## config.mk

```make
export PLATFORM = sky130hd
export DESIGN_NAME = dmem_port_ctrl
export DESIGN_NICKNAME = d
export VERILOG_FILES = /design/src/rtl/dmem_pkg.sv /design/src/rtl/dmem_store_buf.sv /design/src/rtl/dmem_port_ctrl.sv
export SDC_FILE = /design/constraint.sdc
export NUM_CORES = 1
export LEC_CHECK = 0
export BUFFER_PORTS_ARGS = -buffer_cell sky130_fd_sc_hd__buf_4
export CAP_MARGIN = 10
export CORE_MARGIN = 3
export CORE_UTILIZATION = 48
export DETAILED_ROUTE_END_ITERATION = 8
export PLACE_DENSITY = 0.91
export SLEW_MARGIN = 30
export SYNTH_ARGS = -nofsm -noshare
export SYNTH_HDL_FRONTEND = slang
export SYNTH_SLANG_ARGS = --single-unit
```

## constraint.sdc

```tcl
create_clock -name CLK -period 2.2 [get_ports CLK]
set_clock_uncertainty 0.1 [all_clocks]
set_input_delay 0.11 -clock CLK [delete_from_list [all_inputs] [get_ports CLK]]
set_output_delay 0.11 -clock CLK [all_outputs]
set_load 0.1 [all_outputs]
```

## src/rtl/dmem_pkg.sv

```systemverilog
// Shared state encoding, access-size codes and lane helpers for the data-memory port controller.
// Lane 0 (byte address 0) is the most significant byte, so be[3] enables bits 31:24.
package dmem_pkg;

    typedef enum logic [1:0] {
        IDLE = 2'd0,
        BUSY = 2'd1,
        DONE = 2'd2
    } state_t;

    localparam logic [1:0] SZ_WORD = 2'd0;
    localparam logic [1:0] SZ_BYTE = 2'd1;
    localparam logic [1:0] SZ_HALF = 2'd2;

    function automatic logic [3:0] byte_en(input logic [1:0] size, input logic [1:0] a);
        logic [3:0] be;
        case (size)
            SZ_WORD: be = 4'b1111;
            SZ_HALF: be = a[1] ? 4'b0011 : 4'b1100;
            SZ_BYTE: be = 4'b1000 >> a;
            default: be = 4'b0000;
        endcase
        return be;
    endfunction

    // Reserved size (3) is never legal; halves need an even address, words a zero offset.
    function automatic logic is_aligned(input logic [1:0] size, input logic [1:0] a);
        logic ok;
        case (size)
            SZ_WORD: ok = (a == 2'b00);
            SZ_HALF: ok = ~a[0];
            SZ_BYTE: ok = 1'b1;
            default: ok = 1'b0;
        endcase
        return ok;
    endfunction

endpackage

```

## src/rtl/dmem_store_buf.sv

```systemverilog
// One-entry posted-write buffer (only built with STORE_BUFFER_EN); drains in the background via mem_req/mem_ack.
// Latency: captured on the push edge, request raised from the next cycle. Backpressure: push only while empty;
// an entry unacked for 2**TIMEOUT_W-1 cycles is discarded with a one-cycle tout.
`ifdef STORE_BUFFER_EN
module dmem_store_buf
#(
    parameter int unsigned TIMEOUT_W = 8
) (
    input  logic        CLK,
    input  logic        RESET,
    input  logic        push,
    input  logic [31:0] push_addr,
    input  logic [31:0] push_data,
    input  logic [3:0]  push_be,
    input  logic        mem_ack,
    output logic        vld,
    output logic [31:0] addr,
    output logic [31:0] data,
    output logic [3:0]  be,
    output logic        tout
);

    logic [TIMEOUT_W-1:0] cnt;
    logic [TIMEOUT_W-1:0] cnt_inc;

    assign cnt_inc = cnt + TIMEOUT_W'(1);
    assign tout    = vld & ~mem_ack & (&cnt_inc);

    always_ff @(posedge CLK or negedge RESET) begin
        if (!RESET) begin
            vld  <= 1'b0;
            addr <= '0;
            data <= '0;
            be   <= '0;
            cnt  <= '0;
        end else if (push) begin
            vld  <= 1'b1;
            addr <= push_addr;
            data <= push_data;
            be   <= push_be;
            cnt  <= '0;
        end else if (vld) begin
            cnt <= cnt_inc;
            if (mem_ack || tout) begin
                vld <= 1'b0;
            end
        end
    end

endmodule
`endif

```

## src/rtl/dmem_port_ctrl.sv

```systemverilog
// Turns MEM-stage load/store requests into a req/ack memory access with byte enables (STORE_BUFFER_EN adds posted stores).
// Latency: >=3 cycles request-to-release (2 for a buffered store); BUSY times out after 2**TIMEOUT_W-1 cycles.
// Backpressure: Stall_OUT holds the pipeline until the one-cycle DONE release; mem_req is held until mem_ack.
module dmem_port_ctrl
    import dmem_pkg::*;
#(
    parameter int unsigned TIMEOUT_W = 8,
    parameter logic [31:0] ERR_DATA  = 32'hDEADBEEF
) (
    input  logic        CLK,
    input  logic        RESET,
    input  logic        MemRead_IN,
    input  logic        MemWrite_IN,
    input  logic [31:0] Address_IN,
    input  logic [31:0] WriteData_IN,
    input  logic [1:0]  WriteSize_IN,
    output logic        Stall_OUT,
    output logic [31:0] ReadData_OUT,
    output logic        Err_OUT,
    output logic        mem_req,
    output logic        mem_we,
    output logic [31:0] mem_addr,
    output logic [31:0] mem_wdata,
    output logic [3:0]  mem_be,
    input  logic        mem_ack,
    input  logic [31:0] mem_rdata
);

    state_t state;
    state_t state_nxt;

    logic [TIMEOUT_W-1:0] cnt;
    logic [TIMEOUT_W-1:0] cnt_inc;

    logic        req_q;
    logic        we_q;
    logic        cfl_q;
    logic        err_q;
    logic [31:0] addr_q;
    logic [31:0] wdata_q;
    logic [31:0] rdata_q;
    logic [3:0]  be_q;

    logic req_any;
    logic conflict;
    logic legal;
    logic tout;
    logic port_free;
    logic err_in;

    logic start;
    logic fin_ack;
    logic fin_tout;
    logic err_set;

    assign req_any  = MemRead_IN | MemWrite_IN;
    assign conflict = MemRead_IN & MemWrite_IN;
    assign legal    = is_aligned(WriteSize_IN, Address_IN[1:0]);
    assign cnt_inc  = cnt + TIMEOUT_W'(1);
    assign tout     = &cnt_inc;

`ifdef STORE_BUFFER_EN
    logic        sb_push;
    logic        sb_vld;
    logic        sb_tout;
    logic [31:0] sb_addr;
    logic [31:0] sb_data;
    logic [3:0]  sb_be;

    dmem_store_buf #(
        .TIMEOUT_W (TIMEOUT_W)
    ) u_store_buf (
        .CLK       (CLK),
        .RESET     (RESET),
        .push      (sb_push),
        .push_addr ({Address_IN[31:2], 2'b00}),
        .push_data (WriteData_IN),
        .push_be   (byte_en(WriteSize_IN, Address_IN[1:0])),
        .mem_ack   (mem_ack),
        .vld       (sb_vld),
        .addr      (sb_addr),
        .data      (sb_data),
        .be        (sb_be),
        .tout      (sb_tout)
    );

    // Single memory port: any new access waits while the posted store drains.
    assign port_free = ~sb_vld;
    assign err_in    = err_set | sb_tout;

    assign mem_req   = sb_vld | req_q;
    assign mem_we    = sb_vld ? 1'b1    : we_q;
    assign mem_addr  = sb_vld ? sb_addr : addr_q;
    assign mem_wdata = sb_vld ? sb_data : wdata_q;
    assign mem_be    = sb_vld ? sb_be   : be_q;
`else
    assign port_free = 1'b1;
    assign err_in    = err_set;

    assign mem_req   = req_q;
    assign mem_we    = we_q;
    assign mem_addr  = addr_q;
    assign mem_wdata = wdata_q;
    assign mem_be    = be_q;
`endif

    assign ReadData_OUT = rdata_q;
    assign Err_OUT      = err_q;

    always_ff @(posedge CLK or negedge RESET) begin
        if (!RESET) begin
            state <= IDLE;
        end else begin
            state <= state_nxt;
        end
    end

    always_comb begin
        state_nxt = state;
        Stall_OUT = 1'b0;
        start     = 1'b0;
        fin_ack   = 1'b0;
        fin_tout  = 1'b0;
        err_set   = 1'b0;
`ifdef STORE_BUFFER_EN
        sb_push   = 1'b0;
`endif
        case (state)
            IDLE: begin
                Stall_OUT = req_any;
                if (req_any) begin
                    if (!legal) begin
                        err_set   = 1'b1;
                        state_nxt = DONE;
                    end else if (port_free) begin
`ifdef STORE_BUFFER_EN
                        if (MemWrite_IN) begin
                            sb_push   = 1'b1;
                            err_set   = conflict;
                            state_nxt = DONE;
                        end else begin
                            start     = 1'b1;
                            state_nxt = BUSY;
                        end
`else
                        start     = 1'b1;
                        state_nxt = BUSY;
`endif
                    end
                end
            end
            BUSY: begin
                Stall_OUT = 1'b1;
                // An ack on the final counted cycle still completes cleanly.
                if (mem_ack) begin
                    fin_ack   = 1'b1;
                    err_set   = cfl_q;
                    state_nxt = DONE;
                end else if (tout) begin
                    fin_tout  = 1'b1;
                    err_set   = 1'b1;
                    state_nxt = DONE;
                end
            end
            DONE: begin
                state_nxt = IDLE;
            end
            default: begin
                state_nxt = IDLE;
            end
        endcase
    end

    always_ff @(posedge CLK or negedge RESET) begin
        if (!RESET) begin
            req_q   <= 1'b0;
            we_q    <= 1'b0;
            cfl_q   <= 1'b0;
            err_q   <= 1'b0;
            addr_q  <= '0;
            wdata_q <= '0;
            be_q    <= '0;
            rdata_q <= '0;
            cnt     <= '0;
        end else begin
            err_q <= err_in;
            if (start) begin
                req_q   <= 1'b1;
                we_q    <= MemWrite_IN;
                cfl_q   <= conflict;
                addr_q  <= {Address_IN[31:2], 2'b00};
                wdata_q <= WriteData_IN;
                be_q    <= byte_en(WriteSize_IN, Address_IN[1:0]);
                cnt     <= '0;
            end else if (state == BUSY) begin
                cnt <= cnt_inc;
                if (fin_ack || fin_tout) begin
                    req_q <= 1'b0;
                end
                if (fin_ack && !we_q) begin
                    rdata_q <= mem_rdata;
                end
                if (fin_tout && !we_q) begin
                    rdata_q <= ERR_DATA;
                end
            end
        end
    end

endmodule

```

==> metrics, run 1 <==
largest net degree at the start of global routing=58; placed insts=831; Critical Path Start Type=register; initial antenna violation count=0; largest cells by area after synthesis=dfrtp_1 (58%), nand2_1 (16%), o22ai_1 (3.7%); endpoints failing hold=0; first-pass detailed-route iteration total=5; Hold Crit Depth=4; YS warnings=0; Layout Cells excl Fill=948; starting density of the core=50.73%; RSZ-0062 raised after global routing=no; WP data arrival=2.29 ns; Root Buffer=clkbuf_8; outcome=finished, final reports clean; Req. time, crit path=2.36 ns; crit path time final=2.129 ns; Largest stage delay, worst path=0.60 ns; # DRC=0; crit path cell chain=nor2_1 > o21ai_1 > o21ai_0 > a22oi_1 > o221ai_1 > dlygate4sd3_1; Final HPWL DP=9327 um; prevailing post-synth register cell=dfrtp_1; Synth Area per Inst=9.263 um2; P&R area growth vs syn=58.90%; clk sinks=112; number of DRC markers in iteration 0=329; final-report max-slew violation count=0; share of layout cells above drive strength 1=29.18%; Bufs and invs on worst path=1; maximum clock insertion buffer count=2; Port Buffers=204; first-pass GRT wire length=26460 um; Peak Freq=469.7 MHz; setup TNS=0 ns; Routed wire per std cell=17.12 um; Synth Instances=518; die area=11230 um2; Critical-path top delay cell=dlygate4sd3_1; cell taking the most area after synthesis=dfrtp_1; Post-DRT Antenna Nets=0; crit path kind=reg2reg; drt via density=5.277; Synth cell types=43; count leader, synth=nand2_1; Clock Pin Slew Worst Setup and Hold Paths=0.12 ns; Synth async-reset ratio=100.0%; Post-synth EDFFs=0; drt total wl=16230 um; GRT Overall Usage=29.20%; CTS Buf Count=9; H-tree Lvls=3; critical path's top delay family=compound AO/OA/AOI/OAI gates; fin crit share=96.78%; vias in the first global route=5350; DR vias=5003; register bit total from synthesis=112; DIE HEIGHT=106.0 um; Layout Nets=919; CTS tree=done; crit end category=register; Reg2Reg Depth=6; Core Rows=35; Top Ports=207; Critical Path Fanout Max=6; ANT cells=0; Worst Tran Pin Value=0.5898 ns; number of post-CTS setup repair buffers=0; Hold/Removal Path Class=in2reg; top cell type's share of synthesized area=58.41%; max-cap check violation count=0; Placer Congestion=0.8199; Seq/Total Area, Yosys=58.41%; core footprint=9459 um2; gr ovfl total=0; final setup fails=0; stages on the worst setup path=6; relative max-transition margin=60.68%; Post-synth top cells=nand2_1 (203), dfrtp_1 (112), a21oi_1 (30); die width=106.0 um; synthesized area=4798 um2; Clk Latency, worst-skew pair=0.37 ns
[cell type report]
class                      instances  area, um2
sequential                       112       2803
timing repair buffer             314       2635
fill                             536       1834
multi-input combinational        349       1697
tap                              129      161.4
clock buffer                       9      123.9
inverter                          28      105.1
clock inverter                     7      100.1
[cells by family after synthesis]
| logic type | count (synthesis) | synth area share (%) |
|---|---|---|
| buffers and inverters | 58 | 6.388 |
| DFF | 112 | 58.41 |
| xor gates and xnor gates | 5 | 0.9126 |
| other | 1 | 0.07815 |
| AOI/OAI and AO/OA | 93 | 12.57 |
| muxes | 1 | 0.2086 |
| adders and majority gates | 2 | 0.5214 |
| and+or+nand+nor | 246 | 20.91 |
[worst reg2reg max path, stage by stage (launching register included)]
cell           delay, ns
dfrtp_1             0.48
nor2_1              0.10
o21ai_1             0.22
o21ai_0             0.16
a22oi_1             0.21
o221ai_1            0.15
dlygate4sd3_1       0.60
[stage by stage]
stage / hold slack, ns / instance area [um2] / utilization [%] / setup WS (ns)
detailed placement: 0.05732 / 6390 / 67.55 / 0.2552
global placement: 0.04824 / 6390 / 67.55 / 0.3518
CTS: 0.04756 / 7625 / 80.61 / 0.007334
finish: 0.06074 / 7625 / 80.61 / 0.07080
floorplan: -0.2856 / 4802 / - / 0.2251
global route: 0.08802 / 7625 / 80.61 / 0.004525
[flip-flops by register name, indices dropped and copies added (netlist names)]
signal        flops
mem_addr         30
state             2
ReadData_OUT     32
Err_OUT           1
mem_we            1
cnt               8
mem_be            4
cfl_q             1
mem_wdata        32
mem_req           1
[per-layer routing]
metal / routed length (um) / track usage, % / vias to the layer above / part of all wire [%]
met2: 8468 / 52.91 / 253 / 52
met5: 0 / 0 / - / 0
met4: 323 / 9.528 / 0 / 2.0
met3: 1345 / 6.740 / 34 / 8.3
li1: - / - / 2271 / -
met1: 6095 / 34.17 / 2445 / 38
[path summary, 6_finish.rpt]
| check | start | endpoint | slack [ns] |
|---|---|---|---|
| min in group asynchronous | RESET | mem_addr[10] | 0.19 |
| worst min-delay path | WriteSize_IN[0] | mem_be[2] | 0.06 |
| worst min register to register | mem_wdata[11] | mem_wdata[11] | 0.40 |
| worst max register to register | state[0] | mem_be[0] | 0.07 |
| worst max-delay path | state[0] | mem_be[0] | 0.07 |
| max in group asynchronous | RESET | cnt[7] | 1.10 |
[placed cells by master (no fill, tap or decap), types with 2 or more instances in the layout]
cell type and n:
dlygate4sd3_1 101, nand2_1 202, nand3b_1 2, a22o_1 9
buf_12 2, o21ai_1 2, nand3_1 2, dfrtp_1 112
nand2_2 2, inv_1 28, o21ai_0 4, inv_6 3
xor2_1 4, bufinv_16 2, clkbuf_8 9, buf_4 211
nor2_1 16, nand4_1 3, o22ai_1 28, nor2_2 2
a21oi_1 30, a21o_1 10, conb_1 2, nor3_1 6
ha_1 2, nand2b_1 5
[repair_timing]
| action | 4_1_cts | 5_1_grt |
|---|---|---|
| hold endpoints to repair | 144 | 0 |
| setup endpoints to repair | 0 | 1 |
| resized for setup | 0 | 1 |
| hold buffers | 101 | 0 |
Power of run 1 is not shown: default switching activity piles up to over one toggle a cycle in this logic, so the estimate is an artifact.
==> run 2: changes to the inputs <==
--- a/config.mk
+++ b/config.mk
@@ -11,6 +11,7 @@
 export CORE_UTILIZATION = 48
 export DETAILED_ROUTE_END_ITERATION = 8
 export PLACE_DENSITY = 0.91
+export SETUP_SLACK_MARGIN = 0.1
 export SLEW_MARGIN = 30
 export SYNTH_ARGS = -nofsm -noshare
 export SYNTH_HDL_FRONTEND = slang
==> run 2 against run 1 <==
Maximum frequency up 6.4%. Register-to-register slack better by 0.13 ns. Utilization rose by 0.16 points. Clock-buffer cell count unchanged. Critical path type unchanged. Highest routed layer unchanged.
==> metrics, run 2 (synthesized netlist as in run 1, its figures left out) <==
core footprint=9459 um2 (unchanged); Critical Path Fanout Max=22 (+16); die area=11230 um2 (unchanged); Core Rows=35 (unchanged); r2r setup slk=0.20 ns (+0.13 ns); number of DRC markers in iteration 0=340 (+3.3%); Largest stage delay, worst path=0.46 ns (-0.14 ns); vias in the first global route=5351 (+0.019%); Routed wire per std cell=17.16 um (+0.25%); Port Buffers=204 (unchanged); Clock Pin Slew Worst Setup and Hold Paths=0.11 ns (about the same); final-report max-slew violation count=0 (unchanged); Bufs and invs on worst path=2 (+1); FF-to-FF Start=cnt[0]; first-pass detailed-route iteration total=8 (+3); most frequent cells in the layout=buf_4 (211), nand2_1 (202), dfrtp_1 (111); final setup fails=0 (unchanged); CTS tree=done; die width=106.0 um (unchanged); crit path cell chain=inv_1 > ha_1 > nand3_1 > nor3b_2 > a21oi_1 > o21a_1 > buf_4 > a21o_1; max-cap check violation count=0 (unchanged); crit path time final=2.000 ns (-0.1288 ns); Layout Nets=919 (unchanged); drt via density=5.248 (-0.56%); drt total wl=16270 um (+0.25%); Clk Latency, worst-skew pair=0.37 ns (about the same); Root Buffer=clkbuf_8; Critical Path Start Type=register; Top Ports=207 (unchanged); Critical-path top delay cell=dfrtp_2; Placer Congestion=0.8199 (unchanged); P&R area growth vs syn=59.22%; Req. time, crit path=2.35 ns (about the same); critical path's top delay family=compound AO/OA/AOI/OAI gates; Hold Crit Depth=3 (-1); setup TNS=0 ns (unchanged); hold endpoint=mem_be[0]; clk sinks=112 (unchanged); DIE HEIGHT=106.0 um (unchanged); Reg2Reg Depth=8 (+2); crit end category=register; RSZ-0062 raised after global routing=no; # DRC=0 (unchanged); H-tree Lvls=3 (unchanged); stages on the worst setup path=8 (+2); CTS Buf Count=9 (unchanged); Post-DRT Antenna Nets=0 (unchanged); hold_sp=WriteSize_IN[1]; reg-to-reg endpoint=ReadData_OUT[17]; DR vias=4975 (-0.56%); commonest non-fill, non-tap cell in the layout=buf_4; starting density of the core=50.73% (unchanged); first-pass GRT wire length=26520 um (+0.21%); GRT Overall Usage=29.24% (+0.039 points); initial antenna violation count=0 (unchanged); Hold/Removal Path Class=in2reg; maximum clock insertion buffer count=2 (unchanged); gr ovfl total=0 (unchanged); Peak Freq=499.9 MHz (+6.4%); endpoints failing hold=0 (unchanged); ANT cells=0 (unchanged); relative max-transition margin=60.44% (-0.24 points); share of layout cells above drive strength 1=29.67% (+0.49 points); fin crit share=90.93% (-5.9 points); outcome=finished, final reports clean; crit path kind=reg2reg; WP data arrival=2.15 ns (-0.14 ns); Worst Tran Pin Value=0.5934 ns (+0.003601 ns); Final HPWL DP=9327 um (unchanged); largest net degree at the start of global routing=58 (unchanged)
-- run 2: cell counts in the layout (fill, tap and decap cells not counted) --
No cell type changed its count.
-- run 2: layout make-up --
class / instances / area (um2)
fill: 533 / 1819
tap: 129 / 161.4
multi-input combinational: 349 / 1710
clock inverter: 7 / 100.1
sequential: 112 / 2804
timing repair buffer: 314 / 2635
inverter: 28 / 105.1
clock buffer: 9 / 123.9
-- run 2: what timing repair did --
item / in CTS / in global routing
resized for setup: 0 / 4
hold buffers: 101 / 0
hold endpoints to repair: 144 / 0
buffers inserted: 0 / 0
endpoints found under the setup margin: 0 / 14
-- run 2: through the flow --
step	cell area [um2]	cells	setup slack, ns	hold WS, ns	util (%)
after floorplan	4802	519	0.2251	-0.2856	-
after global placement	6390	831	0.3518	0.04824	67.55
after detailed placement	6390	831	0.2552	0.05732	67.55
after CTS	7625	948	0.2398	0.05891	80.61
after global routing	7640	948	0.08804	0.1041	80.77
final	7640	948	0.1996	0.07287	80.77
-- run 2: layer usage --
| layer | global-route usage [%] | up-vias | share of wire, % |
|---|---|---|---|
| met4 | 9.528 | 0 | 2.0 |
| li1 | - | 2267 | - |
| met5 | 0 | - | 0 |
| met2 | 52.96 | 246 | 52 |
| met3 | 6.740 | 35 | 8.1 |
| met1 | 34.25 | 2427 | 38 |
-- run 2: how the worst max path moves through the flow --
stage                       from                to
final                     cnt[0]  ReadData_OUT[17]
after CTS                 cnt[1]  ReadData_OUT[27]
after global routing      cnt[0]   ReadData_OUT[4]
after floorplan           mem_we   ReadData_OUT[0]
after detailed placement  cnt[0]  ReadData_OUT[27]
after global placement    cnt[0]  ReadData_OUT[31]
-- run 2: worst reg2reg max path: stages (launching register included) --
cell     delay, ns
dfrtp_2       0.46
inv_1         0.10
ha_1          0.16
nand3_1       0.12
nor3b_2       0.20
a21oi_1       0.14
o21a_1        0.21
buf_4         0.21
a21o_1        0.20
Power of run 2 is left out for the same reason.
==> run 3: changes to the inputs <==
--- a/config.mk
+++ b/config.mk
@@ -10,7 +10,8 @@
 export CORE_MARGIN = 3
 export CORE_UTILIZATION = 48
 export DETAILED_ROUTE_END_ITERATION = 8
-export PLACE_DENSITY = 0.91
+export MAX_ROUTING_LAYER = met4
+export PLACE_DENSITY = 0.85
 export SETUP_SLACK_MARGIN = 0.1
 export SLEW_MARGIN = 30
 export SYNTH_ARGS = -nofsm -noshare
==> run 3 against run 2 <==
Via count decreased by 0.74%. Non-clock buffer count decreased by 1. Sequential share of layout area about the same. Cell area about the same. Flip-flop and latch count unchanged. Critical endpoint is now ReadData_OUT[0].
==> metrics, run 3 (synthesized netlist as in run 1, its figures left out) <==
core footprint=9459 um2 (unchanged); endpoints failing hold=0 (unchanged); Core Util, Final=80.73% (about the same); hold_sp=WriteSize_IN[1]; crit path kind=reg2reg; Hold Crit Depth=3 (unchanged); vias in the first global route=5408 (+1.1%); Req. time, crit path=2.34 ns (about the same); DR top layer=met4; die area=11230 um2 (unchanged); final setup fails=0 (unchanged); relative max-transition margin=60.42% (about the same); DIE HEIGHT=106.0 um (unchanged); Port Buffers=204 (unchanged); Clk Latency, worst-skew pair=0.36 ns (about the same); Reg2Reg Depth=7 (-1); Final HPWL DP=9431 um (+1.1%); routed wl met3=1252 um (-5.2%); drt via density=5.214 (-0.64%); Critical Path Fanout Max=26 (+18%); first-pass detailed-route iteration total=5 (-3); setup TNS=0 ns (unchanged); Clock Pin Slew Worst Setup and Hold Paths=0.11 ns (about the same); Hold/Removal Path Class=in2reg; maximum clock insertion buffer count=2 (unchanged); FF-to-FF Start=cnt[0]; H-tree Lvls=3 (unchanged); r2r setup slk=0.24 ns (+0.04 ns); starting density of the core=50.73% (unchanged); hold_ws=0.1058 ns (+0.03290 ns); most frequent cells in the layout=buf_4 (208), nand2_1 (202), dfrtp_1 (112); commonest non-fill, non-tap cell in the layout=buf_4; P&R area growth vs syn=59.14% (about the same); outcome=finished, final reports clean; Routed wire per std cell=17.04 um (-0.71%); crit end category=register; # DRC=0 (unchanged); final-report max-slew violation count=0 (unchanged); initial antenna violation count=0 (unchanged); Root Buffer=clkbuf_8; clk sinks=112 (unchanged); gr ovfl total=0 (unchanged); number of post-CTS setup repair buffers=0 (unchanged); CTS tree=done; number of DRC markers in iteration 0=303 (-11%); Layout Nets=918 (-0.11%); WP data arrival=2.11 ns (-0.04 ns); first-pass GRT wire length=26250 um (-0.99%); crit path time final=1.965 ns (-0.03543 ns); Top Ports=207 (unchanged); CTS Buf Count=9 (unchanged); DR vias=4938 (-0.74%); final setup margin=0.2350 ns (+0.03543 ns); reg-to-reg endpoint=ReadData_OUT[0]; RSZ-0062 raised after global routing=no; Met2 Wirelength=8268 um (-2.8%); worst slack at placement=0.1896 ns (-0.06559 ns); drt total wl=16140 um (-0.82%); largest net degree at the start of global routing=50 (-14%); Core Rows=35 (unchanged); hold endpoint=mem_be[0]; die width=106.0 um (unchanged); Placer Congestion=0.7582 (-7.5%); ANT cells=0 (unchanged); fin crit share=89.32% (-1.6 points); share of layout cells above drive strength 1=29.22% (-0.45 points); max-cap check violation count=0 (unchanged); WL met1=6212 um (+1.6%); Critical Path Start Type=register; GRT Overall Usage=29.95% (+0.72 points); Worst Tran Pin Value=0.5875 ns (-0.005979 ns); Post-DRT Antenna Nets=0 (unchanged); Peak Freq=508.9 MHz (+1.8%)
==> run 3: critical path: stages (launching register included) <==
cell      delay, ns
dfrtp_1        0.45
ha_1           0.29
nand3b_1       0.11
mux2i_1        0.07
a31oi_1        0.27
o21a_1         0.25
buf_12         0.19
a21oi_1        0.11
==> run 3: metrics by stage <==
step           instance area (um2)  cells
4_1_cts                       7621    947
5_1_grt                       7636    947
2_1_floorplan                 4802    519
3_3_place_gp                  6407    830
6_report                      7636    947
3_5_place_dp                  6407    830
==> run 3: how the worst max path moves through the flow <==
stage	from	endpoint	cells past startpoint
6_report	cnt[0]	ReadData_OUT[0]	7
5_1_grt	cnt[0]	ReadData_OUT[0]	8
4_1_cts	state[1]	mem_wdata[6]	5
3_5_place_dp	state[1]	mem_addr[3]	5
3_3_place_gp	state[1]	mem_wdata[2]	5
2_1_floorplan	mem_we	ReadData_OUT[0]	5
==> run 3: timing repair <==
item                                   4_1_cts  5_1_grt
endpoints found under the hold margin      142        0
hold buffers                               101        0
gates resized for setup                      0        3
setup endpoints to repair                    0       48
==> run 3: area by class of cell <==
type                       count  area [um2]
timing repair buffer         313        2653
multi-input combinational    349        1712
fill                         547        1823
clock buffer                  10       137.6
sequential                   112        2803
inverter                      28       105.1
clock inverter                 6       65.06
tap                          129       161.4
==> run 3: routing by layer <==
layer / GRT usage (%) / up-vias
met3: 7.104 / 49
met1: 33.01 / 2376
met2: 53.01 / 251
met5: - / -
li1: - / 2262
met4: 10.92 / 0
Power of run 3 is left out for the same reason.
